## src/rtl/fetch_request_unit.sv

```systemverilog
// fetch_request_unit
// Front end of the single-cycle control path. It owns the PC, fetches each
// instruction into a holding register for the control unit, and turns the
// control unit's load/store/halt decisions into data-memory requests that
// complete on a hit handshake.
//
// state   | meaning
// --------+-------------------------------------------------------------
// S_FETCH | iREN high at imemaddr=pc, waiting for ihit
// S_EXEC  | imemload valid for one cycle, control unit decodes it
// S_MEM   | data request held until dhit, decode outputs kept stable
// S_HALT  | terminal, all requests low, halt high until reset
module fetch_request_unit #(
  parameter int                WORD_W  = 32,
  parameter logic [WORD_W-1:0] PC_INIT = '0
) (
  input  logic              CLK,
  input  logic              nRST,
  // instruction memory
  input  logic              ihit,
  input  logic [WORD_W-1:0] imemload_in,
  output logic              iREN,
  output logic [WORD_W-1:0] imemaddr,
  // control unit side
  output logic [WORD_W-1:0] imemload,
  output logic              instr_valid,
  input  logic              dmemr,
  input  logic              dmemw,
  input  logic              halt_in,
  input  logic              redirect,
  input  logic [WORD_W-1:0] redirect_pc,
  // data memory
  input  logic              dhit,
  output logic              dREN,
  output logic              dWEN,
  // program counter / status
  output logic [WORD_W-1:0] pc,
  output logic [WORD_W-1:0] pc_plus4,
  output logic              halt
);

  typedef enum logic [1:0] {
    S_FETCH = 2'd0,
    S_EXEC  = 2'd1,
    S_MEM   = 2'd2,
    S_HALT  = 2'd3
  } state_t;

  state_t            r_state;
  logic [WORD_W-1:0] r_pc;
  logic [WORD_W-1:0] r_imemload;
  logic              r_iren;
  logic              r_instr_valid;
  logic              r_dren;
  logic              r_dwen;
  logic              r_halt;
  // redirect decision taken in EXEC, applied only once the memory op completes
  logic              r_redir;
  logic [WORD_W-1:0] r_redir_pc;

  logic [WORD_W-1:0] w_pc_plus4;
  logic [WORD_W-1:0] w_exec_next_pc;
  logic [WORD_W-1:0] w_mem_next_pc;

  // Sequential PC and redirect targets; targets are forced word-aligned.
  always_comb begin
    w_pc_plus4     = r_pc + WORD_W'(4);
    w_exec_next_pc = redirect ? {redirect_pc[WORD_W-1:2], 2'b00} : w_pc_plus4;
    w_mem_next_pc  = r_redir  ? {r_redir_pc[WORD_W-1:2], 2'b00}  : w_pc_plus4;
  end

  // Sequencing FSM with all request/status outputs registered.
  always_ff @(posedge CLK or negedge nRST) begin
    if (!nRST) begin
      r_state       <= S_FETCH;
      r_pc          <= PC_INIT;
      r_imemload    <= '0;
      r_iren        <= 1'b1;
      r_instr_valid <= 1'b0;
      r_dren        <= 1'b0;
      r_dwen        <= 1'b0;
      r_halt        <= 1'b0;
      r_redir       <= 1'b0;
      r_redir_pc    <= '0;
    end else begin
      case (r_state)
        S_FETCH: begin
          if (ihit) begin
            r_imemload    <= imemload_in;
            r_iren        <= 1'b0;
            r_instr_valid <= 1'b1;
            r_state       <= S_EXEC;
          end
        end

        S_EXEC: begin
          if (halt_in) begin
            // halt overrides any memory op or redirect decoded alongside it
            r_halt        <= 1'b1;
            r_instr_valid <= 1'b0;
            r_state       <= S_HALT;
          end else if (dmemr || dmemw) begin
            r_dren     <= dmemr;
            r_dwen     <= dmemw & ~dmemr;
            r_redir    <= redirect;
            r_redir_pc <= redirect_pc;
            r_state    <= S_MEM;
          end else begin
            r_pc          <= w_exec_next_pc;
            r_instr_valid <= 1'b0;
            r_iren        <= 1'b1;
            r_state       <= S_FETCH;
          end
        end

        S_MEM: begin
          if (dhit) begin
            r_dren        <= 1'b0;
            r_dwen        <= 1'b0;
            r_pc          <= w_mem_next_pc;
            r_instr_valid <= 1'b0;
            r_iren        <= 1'b1;
            r_state       <= S_FETCH;
          end
        end

        S_HALT: begin
          r_iren        <= 1'b0;
          r_instr_valid <= 1'b0;
          r_dren        <= 1'b0;
          r_dwen        <= 1'b0;
          r_halt        <= 1'b1;
        end

        default: begin
          r_state <= S_FETCH;
          r_iren  <= 1'b1;
        end
      endcase
    end
  end

  assign iREN        = r_iren;
  assign imemaddr    = r_pc;
  assign imemload    = r_imemload;
  assign instr_valid = r_instr_valid;
  assign dREN        = r_dren;
  assign dWEN        = r_dwen;
  assign pc          = r_pc;
  assign pc_plus4    = w_pc_plus4;
  assign halt        = r_halt;

endmodule

```

## config.mk

```make
export PLATFORM = sky130hd
export DESIGN_NAME = fetch_request_unit
export DESIGN_NICKNAME = d
export VERILOG_FILES = /design/src/rtl/fetch_request_unit.sv
export SDC_FILE = /design/constraint.sdc
export NUM_CORES = 1
export LEC_CHECK = 0
export CAP_MARGIN = 20
export CORE_MARGIN = 5
export CORE_UTILIZATION = 49
export CTS_CLUSTER_DIAMETER = 120
export DETAILED_ROUTE_END_ITERATION = 6
export MAX_ROUTING_LAYER = met4
export PLACE_DENSITY_LB_ADDON = 0.3
export SETUP_SLACK_MARGIN = 0.2
export SLEW_MARGIN = 20
export SYNTH_ARGS = -nofsm -noshare
export SYNTH_HDL_FRONTEND = slang
export SYNTH_SLANG_ARGS = --single-unit
```

## constraint.sdc

```tcl
create_clock -name CLK -period 6.5 [get_ports CLK]
set_clock_uncertainty 0.2 [all_clocks]
set_input_delay 1.3 -clock CLK [delete_from_list [all_inputs] [get_ports CLK]]
set_output_delay 1.3 -clock CLK [all_outputs]
set_load 0.01 [all_outputs]
```

After elaboration in Yosys (flattened, before gate mapping)
Cells that the tools add are included.

Register bits: 104. Bits of input ports: 72. Output and inout port bits: 133. Logic and storage cells: 67.

Add/sub/neg operators: 1. Equal/unequal tests: 10. Multiplexer cells: 29. Bitwise logic cells: 3. Reductions and logical operators: 14.

Operators with widths (count): $mux W32 (5); $pmux W32 S2 (1); $add A32 B3 Y32 const B (1); $mux W1 (13); $ne A2 B2 Y1 const B (6); $reduce_and A4 Y1 (3); $reduce_and A3 Y1 (3); $mux W2 (4); $pmux W1 S4 (2); $pmux W1 S3 (2); $pmux W2 S3 (1); $reduce_bool A3 Y1 (2); $eq A2 B2 Y1 const B (2); $reduce_and A2 Y1 (2); $reduce_bool A2 Y1 (2); $ne A3 B3 Y1 const B (1); $eq A2 B1 Y1 const B (1); $logic_not A2 Y1 (1); $not A1 Y1 (2); $pmux W1 S2 (1); $and A1 B1 Y1 (1); $logic_or A1 B1 Y1 (1).

Depth between registers and ports, before layout
Gate-level depths: netlist of the first run.

Word-level depth: 5. Depth in mapped cells: 9. Gate-level depth less buffers: 7.

Worst setup path after synthesis of the first run
OpenSTA, ideal clock, no wires.

Kind: reg-to-output. From: register r_pc[10], in the netlist imemaddr[10]. To: output pc_plus4[29]. Arrival: 1.872 ns. Data required time: 5.000 ns. Setup slack: 3.128 ns. Cell stages (with the launch flop): 7. Buffers on the path: 2. Path through: dfrtp_1 buf_2 and4_1 buf_4 nand4_1 or4_1 xnor2_1.

Longest elaborated chain between the ends: 1.

Ends and longest elaborated chain: start, declared (line 50) `logic [WORD_W-1:0] r_pc;`; start signal, assigned (line 109) `r_pc <= w_exec_next_pc;`; start signal, assigned (line 120) `r_pc <= w_mem_next_pc;`; $add A32 B3 Y32 (line 67) `w_pc_plus4 = r_pc + WORD_W'(4);`; end, declared (line 38) `output logic [WORD_W-1:0] pc_plus4,`.

No other way between the ends.

Final worst setup path of the first run
From: register r_pc[9], in the netlist imemaddr[9]. To: output pc_plus4[29].

Same word-level chain as after synthesis.

==> results of run 1 <==
==> final cells by class <==
| type | count | area, µm² |
|---|---|---|
| timing repair buffer | 202 | 2000 |
| inverter | 10 | 37.5 |
| fill | 875 | 3610 |
| multi-input combinational | 385 | 2800 |
| clock inverter | 7 | 58.8 |
| clock buffer | 9 | 225 |
| sequential | 100 | 2500 |
| tap | 143 | 179 |
==> routing by layer <==
layer / share of wire / GRT usage
met1: 0.39 / 0.294
met5: 0 / -
met3: 0.10 / 0.0745
met4: 0.019 / 0.0774
met2: 0.49 / 0.413
==> layout by cell type, fill, tap and decap left out, types with 6 or more instances in the layout <==
cell type / n
a21oi_1: 12
a22oi_1: 8
and3_1: 10
buf_4: 7
clkbuf_16: 9
clkdlybuf4s50_1: 195
conb_1: 6
dfrtp_1: 99
ha_1: 7
inv_1: 9
mux2_2: 67
mux2i_1: 10
nand2_1: 42
nand2b_1: 7
nand3_1: 24
nand4_1: 11
nor2_1: 24
nor2b_1: 8
nor3_1: 6
nor4_1: 10
o21ai_0: 29
o22ai_1: 8
xnor2_1: 20
xor2_1: 8
==> critical path: cells and delay by family (launching register included) <==
kind / cells / cell delay [ns]
xor+xnor: 1 / 0.26
flops: 1 / 0.55
buf+inv: 1 / 0.58
simple gates: 3 / 1.39
==> worst min-delay path by stage <==
| stage | startpoint | end | slack (ns) | cells after the start |
|---|---|---|---|---|
| after detailed placement | halt | halt | 0.26 | 2 |
| after global placement | dWEN | dWEN | 0.26 | 2 |
| after floorplan | r_redir_pc[13] | r_redir_pc[13] | 0.27 | 1 |
| after global routing | halt | halt | 0.31 | 2 |
| final | halt | halt | 0.28 | 2 |
| after CTS | halt | halt | 0.29 | 2 |
==> cell families after synthesis <==
logic type,count (synthesis),share of synthesized area
other,1,0.000655
muxes,77,0.149
adders and majority gates,7,0.0153
and+or+nand+nor,159,0.145
xor gates and xnor gates,28,0.0428
DFF,100,0.437
AOI/OAI and AO/OA,108,0.130
buffers and inverters,83,0.0801
==> registers in the layout, summed over array words and instances, names as in the netlist <==
signal and flops:
dREN 1, dWEN 1, halt 1, iREN 1, imemaddr 30, imemload 32
instr_valid 1, r_redir 1, r_redir_pc 30, r_state 2
==> power by group through the flow <==
stage               Sequential (mW)  Clock, mW  Combinational, mW
floorplan                      1.25          0               1.08
global placement               1.26          0               1.96
detailed placement             1.29          0               2.01
CTS                            1.28      0.520               2.02
global route                   1.34      0.547               2.15
finish                         1.29      0.519               2.00
==> per-stage QoR <==
| stage | cell area, µm² | hold WS [ns] | setup slack [ns] | power, mW | utilization |
|---|---|---|---|---|---|
| 6_report | 7800 | 0.284 | 1.88 | 3.81 | 0.684 |
| 5_1_grt | 7800 | 0.315 | 1.68 | 4.04 | 0.684 |
| 4_1_cts | 7800 | 0.285 | 1.87 | 3.83 | 0.684 |
| 3_5_place_dp | 7520 | 0.262 | 2.24 | 3.30 | 0.659 |
| 3_3_place_gp | 7520 | 0.265 | 2.28 | 3.22 | 0.658 |
| 2_1_floorplan | 5750 | 0.272 | 3.13 | 2.32 | - |
==> out/qor.txt, run 1 <==
Status - complete, but fails checks
Failing checks - design-rule violations
Finished Layout Cells - 856
Iter 0 DRT Violations - 407
Dpl cells - 840
Initial Utilization - 0.502
Internal reg-to-reg setup slack - 3.36 ns
Clock Latency Late Sink - 0.34 ns
Seq pwr share - 0.339
Worst R2R End - imemaddr[23]
Cells resized by post-CTS repair - 0
Top_reg_cell synth - dfrtp_1
RSZ-0062 raised after global routing - false
Clk network pwr share - 0.136
Die Footprint - 14000 µm²
CP Data Arrival Time - 3.12 ns
Final Setup Violations - 0
P_sw - 1.49 mW
CP startpoint - imemaddr[9]
N_diodes - 0
Most common cell in the synthesized netlist - dfrtp_1
Die Span Y - 118 µm
CTS Buf Count - 9
DR vias - 5118
FP Rows - 39
IO Count - 205
Number of synthesized flops with an enable pin - 0
Sequential area share after synthesis - 0.437
Drt total wl - 17.3 mm
First-pass DRT Iterations - 7
Root Driver - clkbuf_16
Postcts setup bufs - 0
Max transition margin - 0.277
Largest net degree at the start of global routing - 62
GRT overflow - 0
VDD IR max - 258 µV
Int Power - 2.32 mW
Synth top area share - 0.432
Initial antenna violation count - 0
Top post-synthesis cells by count - dfrtp_1 (99), mux2_2 (67), nand2_1 (43)
Core Area - 11400 µm²
Pwr dens - 488 nW/µm²
Vias in the first global route - 5444
CP Cell Sequence - and4_1 -> nand4_1 -> or4_1 -> xnor2_1 -> clkdlybuf4s50_1
Syn_area_per_cell - 10.2 µm²
Synthesized flop and latch total - 100
Wire length per cell - 20.2 µm
Total negative slack - 0 ns
CP startpoint kind - flop
Yosys warnings - 0
Gp weighted congestion - 0.862
Max Cap Violations - 0
Most area-consuming cells after synthesis - dfrtp_1 (43%), mux2_2 (13%), buf_4 (5.0%), xnor2_1 (3.1%), nand2_1 (2.8%)
Die width - 118 µm
Fin. max-slew vios - 0
Critical-path top delay cell - or4_1
Yosys top cell by area - dfrtp_1
Leakage - 3.17 nW
Final nets - 787
Synth async-reset ratio - 1.00
Worst endpoint required time - 5.00 ns
Worst R2R Path Depth - 6
Max clock buf depth - 2
CP max FO - 11
Hold Fails Final Rpt - 0
HPWL after detailed placement - 12.5 mm
Hold Path Class - reg -> reg
CP Capture Point - pc_plus4[29]
Switching part of the total - 0.390
H-tree depth - 3
CTS Hold Buffers Added - 0
Post-route DRC - 1
Gate power share - 0.525
Port bufs - 196
Clk slew on worst S/H paths - 0.07 ns
Tightest Pin Transition - 1.08 ns
Gr usage total - 0.250
Fmax - 216 MHz
Vias per cell - 5.98
First-pass GRT wire length - 27.8 mm
Netlist cell types - 60
Detail Route Antenna Nets - 0
CTS tree - done
Cells after Synth - 563
RR Startpoint - r_state[0]
Netlist Area Pre-Place - 5730 µm²
Tmin final - 4.62 ns
Delay of the slowest critical-path stage - 0.63 ns
Fraction of layout instances using a drive strength above 1 - 0.143
Clock Sinks - 100
Worst setup EP type - output pin
Critical path class - reg -> out
Synth-to-layout area growth - 36.2%
Final period util - 0.711
(Power assumes the default switching activity.)
==> inputs of run 2 (changes only) <==
--- a/config.mk
+++ b/config.mk
@@ -7,7 +7,7 @@
 export LEC_CHECK = 0
 export CAP_MARGIN = 20
 export CORE_MARGIN = 5
-export CORE_UTILIZATION = 49
+export CORE_UTILIZATION = 41
 export CTS_CLUSTER_DIAMETER = 120
 export DETAILED_ROUTE_END_ITERATION = 6
 export MAX_ROUTING_LAYER = met4
==> constraint.sdc (replaced) <==
create_clock -name CLK -period 3.7 [get_ports CLK]
set_clock_uncertainty 0.2 [all_clocks]
set_input_delay 0.74 -clock CLK [delete_from_list [all_inputs] [get_ports CLK]]
set_output_delay 0.74 -clock CLK [all_outputs]
set_load 0.01 [all_outputs]
==> out/qor.txt, run 2 (synthesis gave the netlist of run 1 again) <==
Worst setup EP type - output pin
Global route hottest layer - met2
Tmin final - 3.52 ns
Clk slew on worst S/H paths - 0.07 ns (about the same)
Dpl cells - 898 (+6.9%)
Leakage - 3.37 nW (+6.2%)
Max Cap Violations - 0 (unchanged)
Dpl cell area - 7720 µm² (+2.7%)
RSZ-0062 raised after global routing - true
Finished Layout Cells - 928 (+8.4%)
Initial Utilization - 0.416 (-0.0858)
GR met2 Demand/Resource - 0.348 (-0.0647)
First-pass GRT wire length - 27.7 mm (-0.57%)
Most frequent cells in the layout - clkdlybuf4s50_1 (192), dfrtp_1 (88), mux2_2 (67)
Wire length per cell - 19.4 µm (-4.1%)
Critical path class - reg -> out
Clock Sinks - 100 (unchanged)
DR vias - 5234 (+2.3%)
Tightest Pin Transition - 0.927 ns (-0.157 ns)
Switching part of the total - 0.377 (-0.0127)
Initial antenna violation count - 0 (unchanged)
Delay of the slowest critical-path stage - 0.61 ns (-0.02 ns)
Total negative slack - 0 ns (unchanged)
Detail Route Antenna Nets - 0 (unchanged)
Max clock buf depth - 2 (unchanged)
Die width - 128 µm (+8.5%)
Gate power share - 0.555 (+0.030)
Fraction of layout instances using a drive strength above 1 - 0.211 (+0.0682)
N_diodes - 0 (unchanged)
Status - completed
Fmax - 284 MHz
FP Rows - 43 (+10%)
Final nets - 822 (+4.4%)
Die Span Y - 128 µm (+8.5%)
Gp weighted congestion - 0.910 (+5.6%)
Worst Path Buf+Inv - 1 (unchanged)
Die Footprint - 16400 µm² (+18%)
HPWL after detailed placement - 13.2 mm (+5.4%)
H-tree depth - 3 (unchanged)
CTS tree - done
Met1 usage - 0.275 (-0.0189)
Post-route cell area - 8210 µm² (+5.1%)
CP startpoint kind - flop
First-pass DRT Iterations - 5 (-2)
Final Setup Violations - 0 (unchanged)
Hold Fails Final Rpt - 0 (unchanged)
Max FFs per register - 32 (unchanged)
Fill cells - 1181 (+35%)
M3 GR Usage - 0.0613 (-0.0132)
Hold_ws - 0.289 ns (+0.00438 ns)
Max transition margin - 0.382 (+0.105)
Core Area - 13800 µm² (+21%)
Critical-path top delay cell - clkdlybuf4s50_1
Int Power - 4.37 mW (+88%)
GRT overflow - 0 (unchanged)
Synth-to-layout area growth - 43.2%
Vias per cell - 5.64 (-5.7%)
VDD IR max - 430 µV (+67%)
Final period util - 0.953
Clock Latency Late Sink - 0.36 ns (+0.02 ns)
Cell family with most CP delay - simple AND/OR/NAND/NOR gates
Clk network pwr share - 0.142 (+0.006)
Root Driver - clkbuf_16
Gr usage total - 0.221 (-0.0289)
Seq pwr share - 0.303 (-0.036)
Iter 0 DRT Violations - 345 (-15%)
Post-route DRC - 0 (-1)
CP Data Arrival Time - 2.58 ns (-0.54 ns)
IO Count - 205 (unchanged)
Vias in the first global route - 5173 (-5.0%)
Largest net degree at the start of global routing - 71 (+15%)
Hold Path Class - reg -> reg
CTS Buf Count - 9 (unchanged)
Fin. max-slew vios - 0 (unchanged)
P_sw - 2.65 mW (+78%)
Pwr dens - 855 nW/µm² (+75%)
Drt total wl - 18.0 mm (+3.9%)
Worst endpoint required time - 2.76 ns (-2.24 ns)
CP Cell Sequence - ha_2 -> and3_4 -> nand4_1 -> nor4_2 -> xor2_1 -> clkdlybuf4s50_1
Port bufs - 196 (unchanged)
CP max FO - 4 (-7)
Commonest non-fill, non-tap cell in the layout - clkdlybuf4s50_1
-- run 2: changes by cell type in the layout (fill, tap and decap cells not counted), moves of 3 or more --
| cell | delta |
|---|---|
| nor4_1 | -3 |
| dfrtp_2 | +11 |
| nor4_2 | +3 |
| dfrtp_1 | -11 |
| clkdlybuf4s50_1 | -3 |
| buf_4 | +35 |
-- run 2: power by group through the flow --
stage | Sequential (mW) | Clock, mW | Combinational (mW)
finish | 2.13 | 0.992 | 3.90
global route | 2.20 | 1.06 | 4.18
CTS | 2.13 | 1.01 | 3.82
detailed placement | 2.14 | 0 | 3.79
global placement | 2.09 | 0 | 3.72
floorplan | 2.19 | 0 | 1.89
-- run 2: layer usage --
metal  vias up  share of wire
met5         -              0
li1       2362              -
met4         0          0.017
met3        26          0.088
met2       248           0.48
met1      2598           0.42
-- run 2: worst register-to-register path, delay by kind of cell, from the launching register on --
kind / cells / cell delay, ns
flip-flops: 1 / 0.43
adder cells (fa/ha/maj): 1 / 0.57
AND/OR/NAND/NOR: 1 / 0.20
AO/OA/AOI/OAI: 4 / 1.20
buffers and inverters: 1 / 0.12
-- run 2: through the flow --
| stage | util | power [mW] | setup WS [ns] |
|---|---|---|---|
| 3_5_place_dp | 0.561 | 5.92 | 0.217 |
| 5_1_grt | 0.596 | 7.44 | 0.0985 |
| 4_1_cts | 0.587 | 6.96 | 0.0883 |
| 2_1_floorplan | - | 4.08 | 0.888 |
| 6_report | 0.596 | 7.01 | 0.176 |
| 3_3_place_gp | 0.561 | 5.82 | 0.312 |
-- run 2: worst paths after layout --
path                        startpoint            to  slack (ns)  cells after the start
setup / recovery           imemaddr[3]  pc_plus4[30]        0.18                      6
hold / removal                    dWEN          dWEN        0.29                      2
setup reg to reg            r_state[0]  imemaddr[30]        0.85                      7
hold reg to reg                   dWEN          dWEN        0.29                      2
max in group asynchronous         nRST  imemaddr[18]        2.17                      2
min in group asynchronous         nRST  imemaddr[25]        0.31                      1
-- run 2: final cells by class --
type	count	area (µm²)	share of cell area
repair buffers	237	2270	0.276
multi-input cells	385	2850	0.347
clock inverters	4	55.1	0.00671
flip-flops and latches	100	2520	0.307
well taps	180	225	0.0274
clock buffers	12	256	0.0313
inverters	10	37.5	0.00457
-- run 2: what timing repair did --
item	CTS	global route
endpoints found under the hold margin	0	0
pin swaps	2	1
gates resized for setup	19	11
endpoints found under the setup margin	10	9
buffers inserted	2	12
hold buffers	0	0
